===== src/rtl/frame_head_detect.sv =====
// Hunts BB66 + fill-word frame heads, strips them and forwards PAYLOAD_LEN words with sof/eof (fill check: FRAME_HEAD_FILL_CHECK_EN).
// Latency: 1 cycle from an accepted word to o_data/o_data_vld/o_sof/o_eof; o_head_err the cycle after the bad word.
// Backpressure: none; a word is accepted on every cycle with i_data_vld high, invalid cycles hold all state.
module frame_head_detect #(
    parameter int          DW          = 16,
    parameter int          HEAD_LENGTH = 32,
    parameter int          PAYLOAD_LEN = 49152,
    parameter logic [15:0] SYNC_WORD   = 16'hBB66,
    parameter logic [15:0] FILL_WORD   = 16'hFFFF
) (
    input  logic          i_clk,
    input  logic          i_rst,
    input  logic [DW-1:0] i_data,
    input  logic          i_data_vld,
    output logic [DW-1:0] o_data,
    output logic          o_data_vld,
    output logic          o_sof,
    output logic          o_eof,
    output logic          o_head_err,
    output logic [15:0]   o_frame_cnt
);
    localparam int HW = $clog2(HEAD_LENGTH + 1);
    localparam int PW = $clog2(PAYLOAD_LEN + 1);
    localparam logic [DW-1:0] SYNC_EXT  = DW'(SYNC_WORD);
    localparam logic [DW-1:0] FILL_EXT  = DW'(FILL_WORD);
    localparam logic [HW-1:0] HEAD_ONE  = HW'(1);
    localparam logic [HW-1:0] HEAD_LAST = HW'(HEAD_LENGTH);
    localparam logic [PW-1:0] PAY_ONE   = PW'(1);
    localparam logic [PW-1:0] PAY_LAST  = PW'(PAYLOAD_LEN);
`ifdef FRAME_HEAD_FILL_CHECK_EN
    localparam bit CHECK_EN = 1'b1;
`else
    localparam bit CHECK_EN = 1'b0;
`endif

    typedef enum logic [1:0] {S_IDLE, S_HEAD, S_PAYLOAD} state_t;

    // A one-word head has no fill phase, so a sync jumps straight to payload.
    localparam state_t SYNC_NEXT = (HEAD_LENGTH == 1) ? S_PAYLOAD : S_HEAD;

    state_t        state_q, state_d;
    logic [HW-1:0] head_cnt_q, head_cnt_d;
    logic [PW-1:0] pay_cnt_q, pay_cnt_d;
    logic [DW-1:0] data_d;
    logic          vld_d, sof_d, eof_d, err_d;
    logic [15:0]   frame_cnt_d;
    logic          is_sync, fill_bad;

    assign is_sync  = (i_data == SYNC_EXT);
    assign fill_bad = CHECK_EN && (i_data != FILL_EXT);

    always_ff @(posedge i_clk or posedge i_rst) begin
        if (i_rst) begin
            state_q     <= S_IDLE;
            head_cnt_q  <= '0;
            pay_cnt_q   <= '0;
            o_data      <= '0;
            o_data_vld  <= 1'b0;
            o_sof       <= 1'b0;
            o_eof       <= 1'b0;
            o_head_err  <= 1'b0;
            o_frame_cnt <= 16'd0;
        end else begin
            state_q     <= state_d;
            head_cnt_q  <= head_cnt_d;
            pay_cnt_q   <= pay_cnt_d;
            o_data      <= data_d;
            o_data_vld  <= vld_d;
            o_sof       <= sof_d;
            o_eof       <= eof_d;
            o_head_err  <= err_d;
            o_frame_cnt <= frame_cnt_d;
        end
    end

    always_comb begin
        state_d     = state_q;
        head_cnt_d  = head_cnt_q;
        pay_cnt_d   = pay_cnt_q;
        data_d      = '0;
        vld_d       = 1'b0;
        sof_d       = 1'b0;
        eof_d       = 1'b0;
        err_d       = 1'b0;
        frame_cnt_d = o_frame_cnt;
        if (i_data_vld) begin
            case (state_q)
                S_IDLE: begin
                    if (is_sync) begin
                        head_cnt_d = HEAD_ONE;
                        pay_cnt_d  = '0;
                        state_d    = SYNC_NEXT;
                    end
                end
                S_HEAD: begin
                    if (fill_bad) begin
                        // A sync in place of a fill word restarts the head instead of dropping it.
                        err_d = 1'b1;
                        if (is_sync) begin
                            head_cnt_d = HEAD_ONE;
                            state_d    = SYNC_NEXT;
                        end else begin
                            head_cnt_d = '0;
                            state_d    = S_IDLE;
                        end
                    end else begin
                        head_cnt_d = head_cnt_q + HEAD_ONE;
                        if (head_cnt_q + HEAD_ONE == HEAD_LAST) begin
                            state_d = S_PAYLOAD;
                        end
                    end
                end
                S_PAYLOAD: begin
                    data_d    = i_data;
                    vld_d     = 1'b1;
                    sof_d     = (pay_cnt_q == '0);
                    pay_cnt_d = pay_cnt_q + PAY_ONE;
                    if (pay_cnt_q + PAY_ONE == PAY_LAST) begin
                        eof_d       = 1'b1;
                        frame_cnt_d = o_frame_cnt + 16'd1;
                        pay_cnt_d   = '0;
                        head_cnt_d  = '0;
                        state_d     = S_IDLE;
                    end
                end
                default: begin
                    state_d = S_IDLE;
                end
            endcase
        end
    end
endmodule


===== config.mk =====
export PLATFORM = sky130hd
export DESIGN_NAME = frame_head_detect
export DESIGN_NICKNAME = d
export VERILOG_FILES = /design/src/rtl/frame_head_detect.sv
export SDC_FILE = /design/constraint.sdc
export NUM_CORES = 1
export LEC_CHECK = 0
export ABC_CLOCK_PERIOD_IN_PS = 2800
export CAP_MARGIN = 20
export CORE_AREA = 8 8 111 113
export CTS_CLUSTER_DIAMETER = 80
export DETAILED_ROUTE_END_ITERATION = 10
export DIE_AREA = 0 0 119 121
export PLACE_DENSITY_LB_ADDON = 0.25
export SYNTH_ARGS = -nofsm -noshare
export SYNTH_HDL_FRONTEND = slang
export SYNTH_SLANG_ARGS = --single-unit

===== constraint.sdc =====
create_clock -name i_clk -period 2.8 [get_ports i_clk]
set_input_delay 0.7 -clock i_clk [delete_from_list [all_inputs] [get_ports i_clk]]
set_output_delay 0.7 -clock i_clk [all_outputs]
set_load 0.01 [all_outputs]

==> results of run 1 <==
metal layers:
| metal | GRT usage (%) | vias up | share of wire [%] |
|---|---|---|---|
| li1 | - | 1284 | - |
| met1 | 14.0 | 1266 | 48 |
| met2 | 17.4 | 76 | 45 |
| met3 | 2.37 | 10 | 5.2 |
| met4 | 6.96 | 0 | 1.9 |
| met5 | 0 | - | 0 |
final cells by class:
cell class	instances	area [µm²]	area share, %
multi-input combinational	224	1490	35.7
sequential	59	1480	35.3
timing repair buffer	81	766	18.3
tap	140	175	4.19
clock buffer	11	151	3.62
clock inverter	5	75.1	1.79
inverter	13	48.8	1.17
placed cells by master, fill, tap and decap left out, types with 2 or more instances in the layout:
cell,count
sky130_fd_sc_hd__or4_1,3
sky130_fd_sc_hd__nor2_1,10
sky130_fd_sc_hd__nor3_2,2
sky130_fd_sc_hd__nor4bb_1,2
sky130_fd_sc_hd__mux2i_1,2
sky130_fd_sc_hd__and2_1,2
sky130_fd_sc_hd__dfrtp_1,59
sky130_fd_sc_hd__and4b_1,2
sky130_fd_sc_hd__clkinv_2,3
sky130_fd_sc_hd__a22o_1,7
sky130_fd_sc_hd__a31oi_1,4
sky130_fd_sc_hd__nor3b_1,2
sky130_fd_sc_hd__o31ai_1,2
sky130_fd_sc_hd__or2_2,2
sky130_fd_sc_hd__o21a_1,3
sky130_fd_sc_hd__o21ai_2,2
sky130_fd_sc_hd__buf_12,2
sky130_fd_sc_hd__nand2_1,27
sky130_fd_sc_hd__inv_1,12
sky130_fd_sc_hd__xor2_1,9
sky130_fd_sc_hd__ha_1,8
sky130_fd_sc_hd__nand4_1,15
sky130_fd_sc_hd__clkdlybuf4s50_1,53
sky130_fd_sc_hd__nand3b_1,2
sky130_fd_sc_hd__nand2b_1,2
sky130_fd_sc_hd__nor2b_1,4
sky130_fd_sc_hd__bufinv_16,2
sky130_fd_sc_hd__mux2_2,3
sky130_fd_sc_hd__o21ai_0,17
sky130_fd_sc_hd__nor3_1,8
sky130_fd_sc_hd__buf_4,26
sky130_fd_sc_hd__or3_4,2
sky130_fd_sc_hd__o211ai_1,2
sky130_fd_sc_hd__nor4_1,9
sky130_fd_sc_hd__nand3_1,15
sky130_fd_sc_hd__xnor2_1,13
sky130_fd_sc_hd__clkbuf_8,11
sky130_fd_sc_hd__a21oi_1,6
sky130_fd_sc_hd__and3_1,24
power groups by stage:
stage	sequential [mW]	clock, mW	combinational [mW]
floorplan	0.954	0	0.255
global placement	0.975	0	0.374
detailed placement	0.978	0	0.376
CTS	0.963	0.910	0.378
global route	0.971	0.945	0.421
finish	0.965	0.872	0.374
how the worst min path moves through the flow:
stage / start / end / slack [ns]
floorplan: o_frame_cnt[15] / o_frame_cnt[15] / 0.50
global placement: o_frame_cnt[15] / o_frame_cnt[15] / 0.46
detailed placement: o_frame_cnt[15] / o_frame_cnt[15] / 0.46
CTS: o_frame_cnt[15] / o_frame_cnt[15] / 0.47
global route: o_frame_cnt[15] / o_frame_cnt[15] / 0.51
finish: o_frame_cnt[15] / o_frame_cnt[15] / 0.47
per-stage QoR:
step                hold slack, ns  util [%]  setup TNS (ns)  total power, mW  std cells
floorplan                    0.504         -               0             1.21        312
global placement             0.457      36.9               0             1.35        516
detailed placement           0.458      36.9         -0.0126             1.35        516
CTS                          0.470      39.1               0             2.25        532
global route                 0.507      39.5               0             2.34        533
finish                       0.467      39.5               0             2.21        533
flip-flops by register name, indices dropped and copies added, names as in the netlist:
name,cells
o_data_vld,1
o_eof,1
pay_cnt_q,16
o_sof,1
o_frame_cnt,16
state_q,2
head_cnt_q,6
o_data,16
worst reg2reg max path, cell delays in order (launching register included):
cell	delay, ns
sky130_fd_sc_hd__dfrtp_1	0.41
sky130_fd_sc_hd__or4_1	0.53
sky130_fd_sc_hd__or4_1	0.44
sky130_fd_sc_hd__o21ai_2	0.11
sky130_fd_sc_hd__nand2_2	0.11
sky130_fd_sc_hd__or3_4	0.43
sky130_fd_sc_hd__buf_4	0.17
sky130_fd_sc_hd__nor3_1	0.20
sky130_fd_sc_hd__xor2_1	0.17
logic make-up after synthesis:
logic type / count (synthesis) / share of synthesized area (%)
simple gates: 138 / 25.5
xor+xnor: 22 / 6.28
buf+inv: 29 / 4.28
fa+ha+maj: 8 / 3.26
other cells: 1 / 0.122
mux: 5 / 1.75
compound gates: 50 / 10.6
flops: 59 / 48.1
what timing repair did:
action / 4_1_cts / 5_1_grt
buffers inserted: 0 / 1
hold endpoints to repair: 0 / 0
gates resized for setup: 1 / 5
hold buffers: 0 / 0
pin swaps: 0 / 1
endpoints found under the setup margin: 2 / 9
==> impl_metrics.toml, run 1 <==
[cells_and_area]
final_layout_size_suffix_gt1_share_pct = 15.5
diodes = 0
design_area_mm2 = 0.00419
area_delta_synth_final_pct = 36.5
fillCellCount = 1044
number_of_nets_at_the_end_of_the_flow = 415

[setup_path]
cp-start-kind = "flip-flop"
worst-setup-path-type = "reg2reg"
worst_r2r_path_depth = 8
cp_slowest_cell = "sky130_fd_sc_hd__or4_1"
r2r_start = "pay_cnt_q[4]"
crit_family = "simple AND/OR/NAND/NOR gates"
regToRegSetupSlack_ns = 0.15
critical-path-max-stage-delay_ns = 0.53
endpoint_kind = "flip-flop"
critPathMostFrequentCell = "sky130_fd_sc_hd__or4_1"
cp.depth = 8
setup.worst_path.start = "pay_cnt_q[4]"
crit_path_max_fanout = 6
worst_endpoint_data_arrival_time_ns = 2.90
cp_num_buf_inv = 1
regToRegEndpoint = "o_frame_cnt[7]"
required_ns = 3.06
crit_path_to = "o_frame_cnt[7]"
crit_path_cell_trace = "or4_1, or4_1, o21ai_2, nand2_2, or3_4, buf_4, nor3_1, xor2_1"

[global_route]
overflow_left_after_global_routing = 0
initial_antenna_violation_count = 0
grt_pass1_wl_mm = 13.1
grt_max_degree = 40
track_usage_pct = 11.2
grt_pass1_vias = 2602

[flow_run]
timing.max_cap.violations = 0

[pwr]
power_density_mw_per_mm2 = 528
power.internal_mw = 1.61
combinationalPowerShare_pct = 16.9
power_leakage_nw = 1.90
irDropWorstVdd_mv = 0.187
netSwitchingFraction_pct = 27.0
power.share.clock_pct = 39.4
power.net_switching_mw = 0.597
power.sequential.fraction_pct = 43.6

[cts]
tritoncts = "done"
cts-root-to-sink-buffers = 2
tritoncts.num_buffers = 9
clk_transition_reported_paths_ns = 0.06
tritoncts_num_sinks = 59
worstSkewPairLatency_ns = 0.33
cts_root_buffer = "sky130_fd_sc_hd__clkbuf_8"
cts_htree_levels = 3

[sta]
timing_max_transition_violations_final = 0
postLayoutSetupSlackWorst_ns = 0.153
finalHoldViolCount = 0
max_slew_margin_pct = 60.5
final.setup_skew_ns = 0.00548
max_freq_mhz = 378
grt_setup_unrepaired = "no"
final_period_util_pct = 94.5
setup_viol = 0
worst-slew-pin-transition_ns = 0.593
layout_min_cycle_time_ns = 2.65

[logic_synthesis]
synth.area.top_cells = "sky130_fd_sc_hd__dfrtp_1 (48%), sky130_fd_sc_hd__and3_1 (4.9%), sky130_fd_sc_hd__xnor2_1 (3.7%), sky130_fd_sc_hd__nand2_1 (3.3%), sky130_fd_sc_hd__ha_1 (3.3%)"
cell_count_after_synthesis = 312
yosys-top-cells-count = "sky130_fd_sc_hd__dfrtp_1 (59), sky130_fd_sc_hd__nand2_1 (27), sky130_fd_sc_hd__and3_1 (24)"
synthesis.area_mm2 = 0.00307
synth_seq_cells = 59
synthDistinctLibCells = 50
synth.yosys.seq_area_share_pct = 48.1
most_common_cell_in_the_netlist = "sky130_fd_sc_hd__dfrtp_1"
ys_warnings = 0
synth_ff_type = "sky130_fd_sc_hd__dfrtp_1"
synth_async_sr_flop_share_pct = 100
post-synth-top-area-cell = "sky130_fd_sc_hd__dfrtp_1"
synth_enable_flop_cells = 0
avgSynthCellArea_um2 = 9.83
synth.net_count = 339
yosysTopAreaCellShare_pct = 48.1

[floorplanning]
io_pins = 55
floorplan.die.width_um = 119
fp-row-count = 38
chipHeight_um = 121
core_region_area_mm2 = 0.0106
initial_utilization_pct = 28.9
dieArea_mm2 = 0.0144

[min_path]
timing.hold.worst_path_depth = 1
hold_class = "reg2reg"

[placed_design]
postPlaceCellArea_mm2 = 0.00392
detailed_place_hpwl_mm = 5.69
place.gp.congestion = 0.809
pre_cts_ws_ns = -0.0126
placement.io_buffers = 53

[drt]
num_vias = 2636
avgRoutedWirePerCell_um = 14.6
route.antenna.remaining_nets = 0
drtIter0Drc = 162
drt_pass1_iterations = 4
drt_drc_violations_left = 0
route.detailed.vias_per_inst = 4.95
drt-total-wl_mm = 7.80

[status]
status = "completed"
(Power assumes the default switching activity.)
==> inputs of run 2 (changes only) <==
--- a/config.mk
+++ b/config.mk
@@ -11,6 +11,7 @@
 export CTS_CLUSTER_DIAMETER = 80
 export DETAILED_ROUTE_END_ITERATION = 10
 export DIE_AREA = 0 0 119 121
+export GPL_ROUTABILITY_DRIVEN = 0
 export PLACE_DENSITY_LB_ADDON = 0.25
 export SYNTH_ARGS = -nofsm -noshare
 export SYNTH_HDL_FRONTEND = slang
==> results of run 2 <==
Final layout, timing and power as in run 1 (identical DEF).
==> inputs of run 3 (changes only) <==
--- a/config.mk
+++ b/config.mk
@@ -7,11 +7,12 @@
 export LEC_CHECK = 0
 export ABC_CLOCK_PERIOD_IN_PS = 2800
 export CAP_MARGIN = 20
-export CORE_AREA = 8 8 111 113
+export CORE_AREA = 8 8 90 92
 export CTS_CLUSTER_DIAMETER = 80
 export DETAILED_ROUTE_END_ITERATION = 10
-export DIE_AREA = 0 0 119 121
+export DIE_AREA = 0 0 98 100
 export GPL_ROUTABILITY_DRIVEN = 0
+export GPL_TIMING_DRIVEN = 1
 export PLACE_DENSITY_LB_ADDON = 0.25
 export SYNTH_ARGS = -nofsm -noshare
 export SYNTH_HDL_FRONTEND = slang
==> run 3 against run 2 <==
Net effect:
- via count fell by 1.1%
- flip-flop and latch count did not move
- clock skew rose by 0.0038 ns
- setup slack improved by 0.025 ns
- clock power fell by 8.8%
- critical endpoint is now o_frame_cnt[15]
==> impl_metrics.toml, run 3 (synthesis results as in run 1) <==
[sta]
timing_max_transition_violations_final = 0
hold_slack_ns = 0.482
grt_setup_unrepaired = "no"
max_freq_mhz = 381
setup_viol = 0
layout_min_cycle_time_ns = 2.62
final.setup_skew_ns = 0.00925
finalHoldViolCount = 0
fin_tns_setup_ns = 0
final_period_util_pct = 93.7

[drt]
route.detailed.vias_per_inst = 5.53
drt_pass1_iterations = 4
drt-total-wl_mm = 7.53
avgRoutedWirePerCell_um = 16.0
num_vias = 2606
route.antenna.remaining_nets = 0
drt_drc_violations_left = 0
drtIter0Drc = 110

[min_path]
hold_class = "reg2reg"
hp-start = "o_frame_cnt[15]"
holdPathEnd = "o_frame_cnt[15]"
timing.hold.worst_path_depth = 1

[cts]
cts-root-to-sink-buffers = 2
tritoncts = "done"
tritoncts.num_buffers = 9
cts_root_buffer = "sky130_fd_sc_hd__clkbuf_8"
worstSkewPairLatency_ns = 0.34
tritoncts_num_sinks = 59
cts_htree_levels = 3
clk_transition_reported_paths_ns = 0.06

[floorplanning]
dieArea_mm2 = 0.00980
chipHeight_um = 100
fp-row-count = 30
core_region_area_mm2 = 0.00664
initial_utilization_pct = 46.2
floorplan.die.width_um = 98
io_pins = 55

[cells_and_area]
final_layout_size_suffix_gt1_share_pct = 14.8
layout.area.seq_mm2 = 0.00148
layout_commonest_cell = "sky130_fd_sc_hd__dfrtp_1"
number_of_nets_at_the_end_of_the_flow = 415
largest_registers = "o_data (16), o_frame_cnt (16), pay_cnt_q (16)"
area_delta_synth_final_pct = 33.1
multiInputGateArea_mm2 = 0.00149
diodes = 0
fillCellCount = 547
most-common-layout-cells = "sky130_fd_sc_hd__dfrtp_1 (59), sky130_fd_sc_hd__clkdlybuf4s50_1 (53), sky130_fd_sc_hd__nand2_1 (27), sky130_fd_sc_hd__buf_4 (26), sky130_fd_sc_hd__and3_1 (24)"

[setup_path]
regToRegEndpoint = "o_frame_cnt[15]"
required_ns = 3.05
r2r_start = "pay_cnt_q[4]"
worst_r2r_path_depth = 7
regToRegSetupSlack_ns = 0.18
worst-setup-path-type = "reg2reg"
crit_path_max_fanout = 7
endpoint_kind = "flip-flop"
worst_endpoint_data_arrival_time_ns = 2.88
cp-start-kind = "flip-flop"

[global_route]
track_usage_pct = 16.2
grt_max_degree = 60
initial_antenna_violation_count = 0
overflow_left_after_global_routing = 0
grt_pass1_vias = 2618
grt_pass1_wl_mm = 12.8

[placed_design]
placement.io_buffers = 53
detailed_place_hpwl_mm = 5.36

[status]
status = "completed"

[flow_run]
timing.max_cap.violations = 0

[pwr]
power_leakage_nw = 1.89
irDropWorstVdd_mv = 0.191
power_density_mw_per_mm2 = 522
## run 3: cell count changes in the layout (fill, tap and decap cells not counted), sizes merged
cell / before / now
clkinv: 3 / 1
bufinv: 2 / 1
clkbuf: 11 / 12
## run 3: stage by stage
stage | std cells | util (%) | setup slack, ns | instance area, µm² | power [mW]
2_1_floorplan | 312 | - | 0.137 | 3070 | 1.21
3_3_place_gp | 457 | 57.9 | 0.0507 | 3850 | 1.34
3_5_place_dp | 457 | 57.9 | 0.0325 | 3850 | 1.35
4_1_cts | 471 | 61.0 | 0.0345 | 4050 | 2.14
5_1_grt | 471 | 61.5 | 0.0179 | 4080 | 2.24
6_report | 471 | 61.5 | 0.178 | 4080 | 2.13
## run 3: worst max path at each step
stage,endpoint,depth (start not counted),startpoint
3_5_place_dp,pay_cnt_q[8],8,i_data[1]
2_1_floorplan,o_frame_cnt[15],9,pay_cnt_q[0]
6_report,o_frame_cnt[15],7,pay_cnt_q[4]
5_1_grt,pay_cnt_q[11],10,pay_cnt_q[1]
3_3_place_gp,pay_cnt_q[5],8,i_data[1]
4_1_cts,o_frame_cnt[15],7,pay_cnt_q[4]
## run 3: what timing repair did
| action | in CTS | in global routing |
|---|---|---|
| setup buffers | 0 | 0 |
| gates resized for setup | 0 | 5 |
| hold buffers | 0 | 0 |
| endpoints found under the setup margin | 0 | 3 |
## run 3: cell type report
| class | instances | area share, % |
|---|---|---|
| timing repair buffer | 81 | 18.8 |
| sequential | 59 | 36.2 |
| multi-input combinational | 224 | 36.5 |
| clock buffer | 12 | 4.05 |
| tap | 80 | 2.45 |
| inverter | 13 | 1.20 |
| clock inverter | 2 | 0.858 |
## run 3: per-layer routing
layer / up-vias / part of all wire (%) / global-route usage (%)
li1: 1276 / - / -
met5: - / 0 / 0
met3: 10 / 4.6 / 4.36
met1: 1265 / 46 / 20.3
met2: 55 / 48 / 24.8
met4: 0 / 1.6 / 8.87
## run 3: power breakdown
group | switching, mW | total (mW) | internal (mW)
registers | 0.0622 | 0.962 | 0.899
logic | 0.204 | 0.374 | 0.170
clock network | 0.322 | 0.795 | 0.472
total | 0.588 | 2.13 | 1.54
## run 3: critical path, stage by stage, from the launching register on
cell and delay [ns]:
sky130_fd_sc_hd__dfrtp_1 0.40, sky130_fd_sc_hd__or4_1 0.53, sky130_fd_sc_hd__or4_1 0.44, sky130_fd_sc_hd__o21ai_2 0.12, sky130_fd_sc_hd__nand2_2 0.09, sky130_fd_sc_hd__or3_4 0.44
sky130_fd_sc_hd__nor4_4 0.35, sky130_fd_sc_hd__xor2_1 0.18
